`src/rtl/demux_dispatch.sv`:
```
// demux_dispatch: one-entry holding register in front of a 1-to-N demux.
// Words arrive on a valid/ready stream and are presented one at a time with a
// round-robin channel select. Dispatch is strictly in order: the held word
// waits for its own channel's ready, and channels are never skipped.
//
// Ports:
//   clk        rising-edge clock
//   reset      asynchronous, active-high reset
//   clear      synchronous flush: drops the held word, pointer back to 0
//   in_valid   upstream word valid
//   in_ready   block can take a word this cycle
//   in_data    upstream word (WIRE bits)
//   ctrl       channel select of the held word (feeds demux ctrl)
//   data       held word (feeds demux in)
//   out_valid  one-hot per-channel valid, bit ctrl set while holding a word
//   out_ready  per-channel consumer ready
//   count      words dispatched, wraps modulo 2**(SIZE_CTRL+8)
module demux_dispatch #(
  parameter int SIZE_CTRL = 2,
  parameter int WIRE      = 1
) (
  input  logic                   clk,
  input  logic                   reset,
  input  logic                   clear,
  input  logic                   in_valid,
  output logic                   in_ready,
  input  logic [WIRE-1:0]        in_data,
  output logic [SIZE_CTRL-1:0]   ctrl,
  output logic [WIRE-1:0]        data,
  output logic [2**SIZE_CTRL-1:0] out_valid,
  input  logic [2**SIZE_CTRL-1:0] out_ready,
  output logic [SIZE_CTRL+7:0]   count
);

  localparam int N  = 2**SIZE_CTRL;
  localparam int CW = SIZE_CTRL + 8;

  typedef enum logic {
    EMPTY = 1'b0,
    FULL  = 1'b1
  } state_t;

  state_t               state_q, state_d;
  logic [SIZE_CTRL-1:0] ptr_q,   ptr_d;
  logic [WIRE-1:0]      data_q,  data_d;
  logic [CW-1:0]        count_q, count_d;

  logic full;
  logic fire;
  logic accept;

  assign full = (state_q == FULL);

  // Only the target channel's ready matters; other channels never fire.
  assign fire = full & out_ready[ptr_q];

  // Ready passes straight through from the consumer so a word can be
  // replaced in the same cycle it leaves. Held low while flushing.
  assign in_ready = ~clear & (~full | fire);
  assign accept   = in_valid & in_ready;

  always_comb begin
    state_d = state_q;
    ptr_d   = ptr_q;
    data_d  = data_q;
    count_d = count_q;
    if (clear) begin
      state_d = EMPTY;
      ptr_d   = '0;
    end else begin
      if (fire) begin
        state_d = EMPTY;
        ptr_d   = ptr_q + SIZE_CTRL'(1);
        count_d = count_q + CW'(1);
      end
      // A new word overrides the EMPTY transition when one leaves and one
      // arrives on the same edge.
      if (accept) begin
        state_d = FULL;
        data_d  = in_data;
      end
    end
  end

  always_ff @(posedge clk or posedge reset) begin
    if (reset) begin
      state_q <= EMPTY;
      ptr_q   <= '0;
      data_q  <= '0;
      count_q <= '0;
    end else begin
      state_q <= state_d;
      ptr_q   <= ptr_d;
      data_q  <= data_d;
      count_q <= count_d;
    end
  end

  always_comb begin
    out_valid = '0;
    for (int unsigned i = 0; i < N; i++) begin
      out_valid[i] = full && (ptr_q == SIZE_CTRL'(i));
    end
  end

  assign ctrl  = ptr_q;
  assign data  = data_q;
  assign count = count_q;

endmodule

```
`config.mk`:
```
export PLATFORM = sky130hd
export DESIGN_NAME = demux_dispatch
export DESIGN_NICKNAME = d
export VERILOG_FILES = /design/src/rtl/demux_dispatch.sv
export SDC_FILE = /design/constraint.sdc
export NUM_CORES = 1
export LEC_CHECK = 0
export CAP_MARGIN = 20
export CORE_UTILIZATION = 45
export CTS_BUF_LIST = sky130_fd_sc_hd__clkbuf_8
export DETAILED_ROUTE_END_ITERATION = 8
export PLACE_DENSITY_LB_ADDON = 0.2
export SLEW_MARGIN = 20
export SYNTH_ARGS = -nofsm -noshare
export SYNTH_HDL_FRONTEND = slang
export SYNTH_SLANG_ARGS = --single-unit
```
`constraint.sdc`:
```
create_clock -name clk -period 2.7 [get_ports clk]
set_input_delay 0.54 -clock clk [delete_from_list [all_inputs] [get_ports clk]]
set_output_delay 0.54 -clock clk [all_outputs]
set_load 0.01 [all_outputs]
```
==> results of run 1 <==
[power by group through the flow]
| stage | clock network, mW | logic (mW) | registers, mW |
|---|---|---|---|
| finish | 0.202 | 0.204 | 0.299 |
| global route | 0.212 | 0.218 | 0.305 |
| CTS | 0.204 | 0.205 | 0.298 |
| detailed placement | 0 | 0.202 | 0.302 |
| global placement | 0 | 0.198 | 0.297 |
| floorplan | 0 | 0.0740 | 0.310 |
[final cells by class]
class                           instances  share of cell area [%]
Tap cell                               16                    1.77
Sequential cell                        14                    30.9
Inverter                                5                    1.66
Clock buffer                            4                    4.86
Timing Repair Buffer                   30                    25.6
Multi-Input combinational cell         55                    35.2
[metrics by stage]
step | cell area [um2] | cells
6_report | 1130 | 124
5_1_grt | 1130 | 124
4_1_cts | 1130 | 124
3_5_place_dp | 1080 | 120
3_3_place_gp | 1080 | 120
2_1_floorplan | 768 | 74
[sequential cells by signal, summed over array words and instances, names as in the netlist]
signal  flops
count      10
ctrl        2
full        1
data        1
[worst max-delay path: stages]
cell	delay, ps
clkdlybuf4s50_1	430
mux4_2	490
or2_2	300
nor2b_1	130
clkdlybuf4s15_1	220
[synthesized netlist by cell type]
library cell  count
a21oi_1           2
and2_1            4
dfrtp_1          14
ha_1              5
inv_1             5
mux2_2            2
mux2i_1           2
mux4_2            1
nand2_1          11
nand3_1           3
nand3b_1          1
nand4_1           3
nor2_1            4
nor2b_1           1
nor3_1            2
nor3b_4           1
o21ai_0           2
or2_2             1
xnor2_1           9
xor2_1            1
[kinds of logic after synthesis]
logic type	synth area share, %
AOI/OAI and AO/OA	2.61
xor gates and xnor gates	11.4
adders and majority gates	8.14
buffers and inverters	2.44
DFF	45.6
muxes	8.47
and+or+nand+nor	21.3
[routing by layer]
layer,vias up,global-route usage [%],wire length [um]
li1,313,-,-
met1,311,20.9,649
met2,25,34.5,929
met3,4,7.66,112
met4,0,6.88,23
met5,-,0,0
[final timing paths]
kind / start / to / slack [ps] / cells past startpoint
setup / recovery: out_ready[3] / in_ready / 40 / 5
hold / removal: count[9]$_DFFE_PP0P_ / count[9]$_DFFE_PP0P_ / 480 / 1
setup reg to reg: ctrl[0]$_DFFE_PP0P_ / data$_DFFE_PP0P_ / 840 / 5
hold reg to reg: count[9]$_DFFE_PP0P_ / count[9]$_DFFE_PP0P_ / 480 / 1
max in group asynchronous: reset / data$_DFFE_PP0P_ / 1720 / 2
min in group asynchronous: reset / count[9]$_DFFE_PP0P_ / 630 / 2
==> summary.md, run 1 <==
| Metric | Value |
|---|---|
| Status | `finished with violations` |
| Failing checks | `design-rule violations` |
| Leakage | `0.469 nW` |
| Total gr overflow | `0` |
| Dominant cell type by area after synthesis | `dfrtp_1` |
| Synth Area per Inst | `approximately 10 um2` |
| Gr usage total | `about 20%` |
| Commonest non-fill, non-tap cell in the layout | `clkdlybuf4s50_1` |
| Fill cell count | `114` |
| RSZ-0062 raised after global routing | `no` |
| Worst hold path type | `reg2reg` |
| Placer Congestion | `0.770` |
| Worst skew pair latency | `240 ps` |
| Top cell type's share of synthesized area | `45.6%` |
| Comb power frac | `28.9%` |
| Tmin final | `2660 ps` |
| Final net count | `123` |
| Register area | `~350 um2` |
| Finish-stage setup viols | `0` |
| Max frequency | `0.376 GHz` |
| Critical path startpoint category | `input port` |
| Critical path capture point type | `output port` |
| Setup Skew | `0.510 ps` |
| Part of the power in registers | `around 42%` |
| Starting density of the core | `about 49%` |
| DR vias | `approximately 650` |
| Vias per Instance | `5.27` |
| CTS Buf Count | `3` |
| Multi-input logic area | `399 um2` |
| # diodes | `0` |
| Synthesized instance count | `74` |
| Pint | `~0.5 mW` |
| Power, Total | `0.705 mW` |
| Die Wd | `43.3 um` |
| NetSw | `0.207 mW` |
| P per Cell Area | `622 nW/um2` |
| Post-synthesis sequential area ratio | `45.6%` |
| Setup TNS | `0 ps` |
| Switching Share | `slightly below 30%` |
| Root buf cell | `clkbuf_8` |
| Clk pwr share | `28.7%` |
| Drt drc | `6` |
| Most frequent cells in the layout | `clkdlybuf4s50_1, dfrtp_1, nand2_1` |
| Max H-tree Level | `1` |
| Detailed Place HPWL | `1.24 mm` |
| Syn_nets | `88` |
| Synth area leaders | `dfrtp_1, xnor2_1, ha_1, nand2_1, and2_1` |
| Clock buffer depth | `2` |
| Ys Warns | `0` |
| Cts repair resizes | `2` |
| Mapped Area | `768 um2` |
| Max VDD drop | `0.395 mV` |
| Hold Violations, Final | `0` |
| Least-Margin Pin Slew | `521 ps` |
| Post-route ant nets | `0` |
| Netlist cell types | `20` |
| Max cap viols | `0` |
| Row count | `14` |
| Max Slew Vio Count | `0` |
| CTS tree | `done` |
| #FFs+latches synth | `14` |
| Period utilization | `98.5%` |
| Relative slew slack | `65.3%` |
| I/O Pins | `27` |
| CTS Sinks | `14` |
| Avg WL per Cell | `roughly 14 um` |
| # Post-CTS Setup Buffers | `0` |
| Core ar. | `1560 um2` |
| Drt first-iter violations | `12` |
| Die height | `43.3 um` |
| Clock transition at path regs | `60 ps` |
| Crit path max fanout | `2` |
| Vias in the first global route | `616` |
| CP Data Arrival Time | `roughly 2100 ps` |
| Layout area overhead | `47.6%` |
| Hold_ws | `roughly 480 ps` |
| Final Util | `72.7%` |
| Largest net degree at the start of global routing | `15` |
| Dpl ws | `-196 ps` |
| Initial antenna violation count | `0` |
| DRT Wirelength | `~1.7 mm` |
| Die area | `1880 um2` |
| Hold buffer count at CTS | `0` |
| First-pass GRT wire length | `2.67 mm` |
| Critical path class | `in2out` |
| Fin worst setup slack | `40.7 ps` |
| Layout cells sized above 1 | `between 10% and 20%` |
| IO Port Bufs | `26` |
| Worst EP required | `2160 ps` |
| DRT Pass-1 Iters | `6` |
Note: power is estimated with default switching activity, not from simulation.
==> run 2, diff against run 1 <==
- clock period: 2.7 -> 3.05 ns (I/O delays scaled with it)
==> run 2 against run 1 <==
- the flow still finishes with violations (design-rule violations)
- core utilization fell by 0.32 points
- first-iteration DRC count is 58% higher
- cell area fell by 0.44%
- cell count decreased by 0.81%
- global-route usage down 1.3 points
- register-to-register slack improved by 360 ps
- sequential power shrank 12%
==> summary.md, run 2 (synthesized netlist as in run 1, its figures left out) <==
| Metric | Value |
|---|---|
| Worst hold path type | `reg2reg` |
| Register area | `350 um2` |
| DRT Wirelength | `1.51 mm` |
| Worst skew pair latency | `240 ps` |
| Post-route ant nets | `0` |
| Tmin final | `2720 ps` |
| Max Slew Vio Count | `0` |
| Finish-stage setup viols | `0` |
| First-pass GRT wire length | `2.55 mm` |
| Hold Violations, Final | `0` |
| # diodes | `0` |
| Root buf cell | `clkbuf_8` |
| Busiest grt layer | `met2` |
| Core ar. | `1560 um2` |
| Row count | `14` |
| M2 GR Usage | `just over 30%` |
| Max reg flops | `10` |
| RSZ-0062 raised after global routing | `no` |
| GR met3 Demand/Resource | `~2.6%` |
| Fill cell count | `120` |
| Max VDD drop | `a little over 0.3 mV` |
| I/O Pins | `27` |
| CP Data Arrival Time | `2110 ps` |
| Starting density of the core | `about half` |
| Vias per Instance | `between 5 and 6` |
| Placer Congestion | `0.790` |
| Leakage | `0.474 nW` |
| Setup TNS | `0 ps` |
| Largest net degree at the start of global routing | `15` |
| Delay-heaviest family, CP | `buffers and inverters` |
| Multi-input logic area | `roughly 400 um2` |
| Slowest CP cell | `mux4_2` |
| Vias in the first global route | `582` |
| Initial antenna violation count | `0` |
| Hold buffer count at CTS | `0` |
| Critical path startpoint category | `input port` |
| Clock transition at path regs | `60 ps` |
| Least-Margin Pin Slew | `505 ps` |
| Max frequency | `0.367 GHz` |
| Layout area overhead | `46.9%` |
| Critical path, cell by cell | `clkdlybuf4s50_1, mux4_2, or2_2, nor2b_1, dlymetal6s2s_1` |
| CP peak stage delay | `480 ps` |
| Post-layout instance area | `1130 um2` |
| Max cap viols | `0` |
| DRT Pass-1 Iters | `6` |
| Final net count | `approximately 120` |
| CP bufs+invs | `2` |
| Met1 Usage GRT | `a little under a quarter` |
| Max H-tree Level | `1` |
| Most frequent cells in the layout | `clkdlybuf4s50_1, dfrtp_1, nand2_1` |
| Layout cells sized above 1 | `approximately 11%` |
| Commonest non-fill, non-tap cell in the layout | `clkdlybuf4s50_1` |
| Critical path capture point type | `output port` |
| IO Port Bufs | `26` |
| Period utilization | `89.3%` |
| Avg WL per Cell | `12.3 um` |
| Die area | `~1900 um2` |
| P per Cell Area | `552 nW/um2` |
| Drt drc | `6` |
| Detailed Place HPWL | `1.20 mm` |
| Crit path max fanout | `2` |
| Clock buffer depth | `2` |
| Die Wd | `43.3 um` |
| Drt first-iter violations | `19` |
| Post-DP Area | `about 1100 um2` |
| CTS Buf Count | `3` |
| DR vias | `approximately 650` |
| Total gr overflow | `0` |
| CTS tree | `done` |
| Critical path class | `in2out` |
| Failing checks | `design-rule violations` |
| CTS Sinks | `14` |
| Status | `finished with violations` |
| Setup Skew | `2.33 ps` |
| Relative slew slack | `66.3%` |
| Worst EP required | `approximately 2400 ps` |
| Die height | `43.3 um` |
| Gr usage total | `18.2%` |
-- run 2: worst paths after layout --
path,start,to,slack (ps),cells after the start
setup / recovery,out_ready[3],in_ready,330,5
hold / removal,count[9]$_DFFE_PP0P_,count[9]$_DFFE_PP0P_,470,1
setup reg to reg,ctrl[0]$_DFFE_PP0P_,data$_DFFE_PP0P_,1200,5
hold reg to reg,count[9]$_DFFE_PP0P_,count[9]$_DFFE_PP0P_,470,1
max in group asynchronous,reset,full$_DFFE_PP0P_,2020,2
min in group asynchronous,reset,count[1]$_DFFE_PP0P_,690,2
-- run 2: timing repair --
item                                    4_1_cts  5_1_grt
resized for setup                             0        1
endpoints found under the setup margin        0        1
buffers inserted                              0        0
-- run 2: where the power goes --
| group | internal (mW) | switching (mW) |
|---|---|---|
| clock network | 0.114 | 0.0676 |
| logic | 0.108 | 0.0690 |
| registers | 0.218 | 0.0463 |
| total | 0.440 | 0.183 |
-- run 2: cell type report --
cell class	count	area share (%)
flip-flops and latches	14	31.0
clock buffers	4	4.88
multi-input cells	55	35.4
repair buffers	29	25.3
well taps	16	1.77
inverters	5	1.66
-- run 2: worst register-to-register path, stage by stage (launching register included) --
cell      delay, ps
dfrtp_1         380
mux4_2          510
or2_2           300
buf_4           140
nand3b_1         80
mux2_2          320
-- run 2: layer usage --
metal / wire length (um) / vias up
met1: 682 / 314
met3: 59 / 4
li1: - / 313
met5: 0 / -
met4: 15 / 0
met2: 753 / 16
-- run 2: through the flow --
stage                     utilization [%]  total power [mW]  hold WS [ps]  instances  setup WS [ps]
after global routing                 72.4             0.652           500        123            280
after global placement               68.7             0.437           460        119           30.4
final                                72.4             0.623           475        123            326
after detailed placement             68.7             0.445           469        119           19.6
after CTS                            72.2             0.626           476        123           4.70
after floorplan                         -             0.340           499         74            907
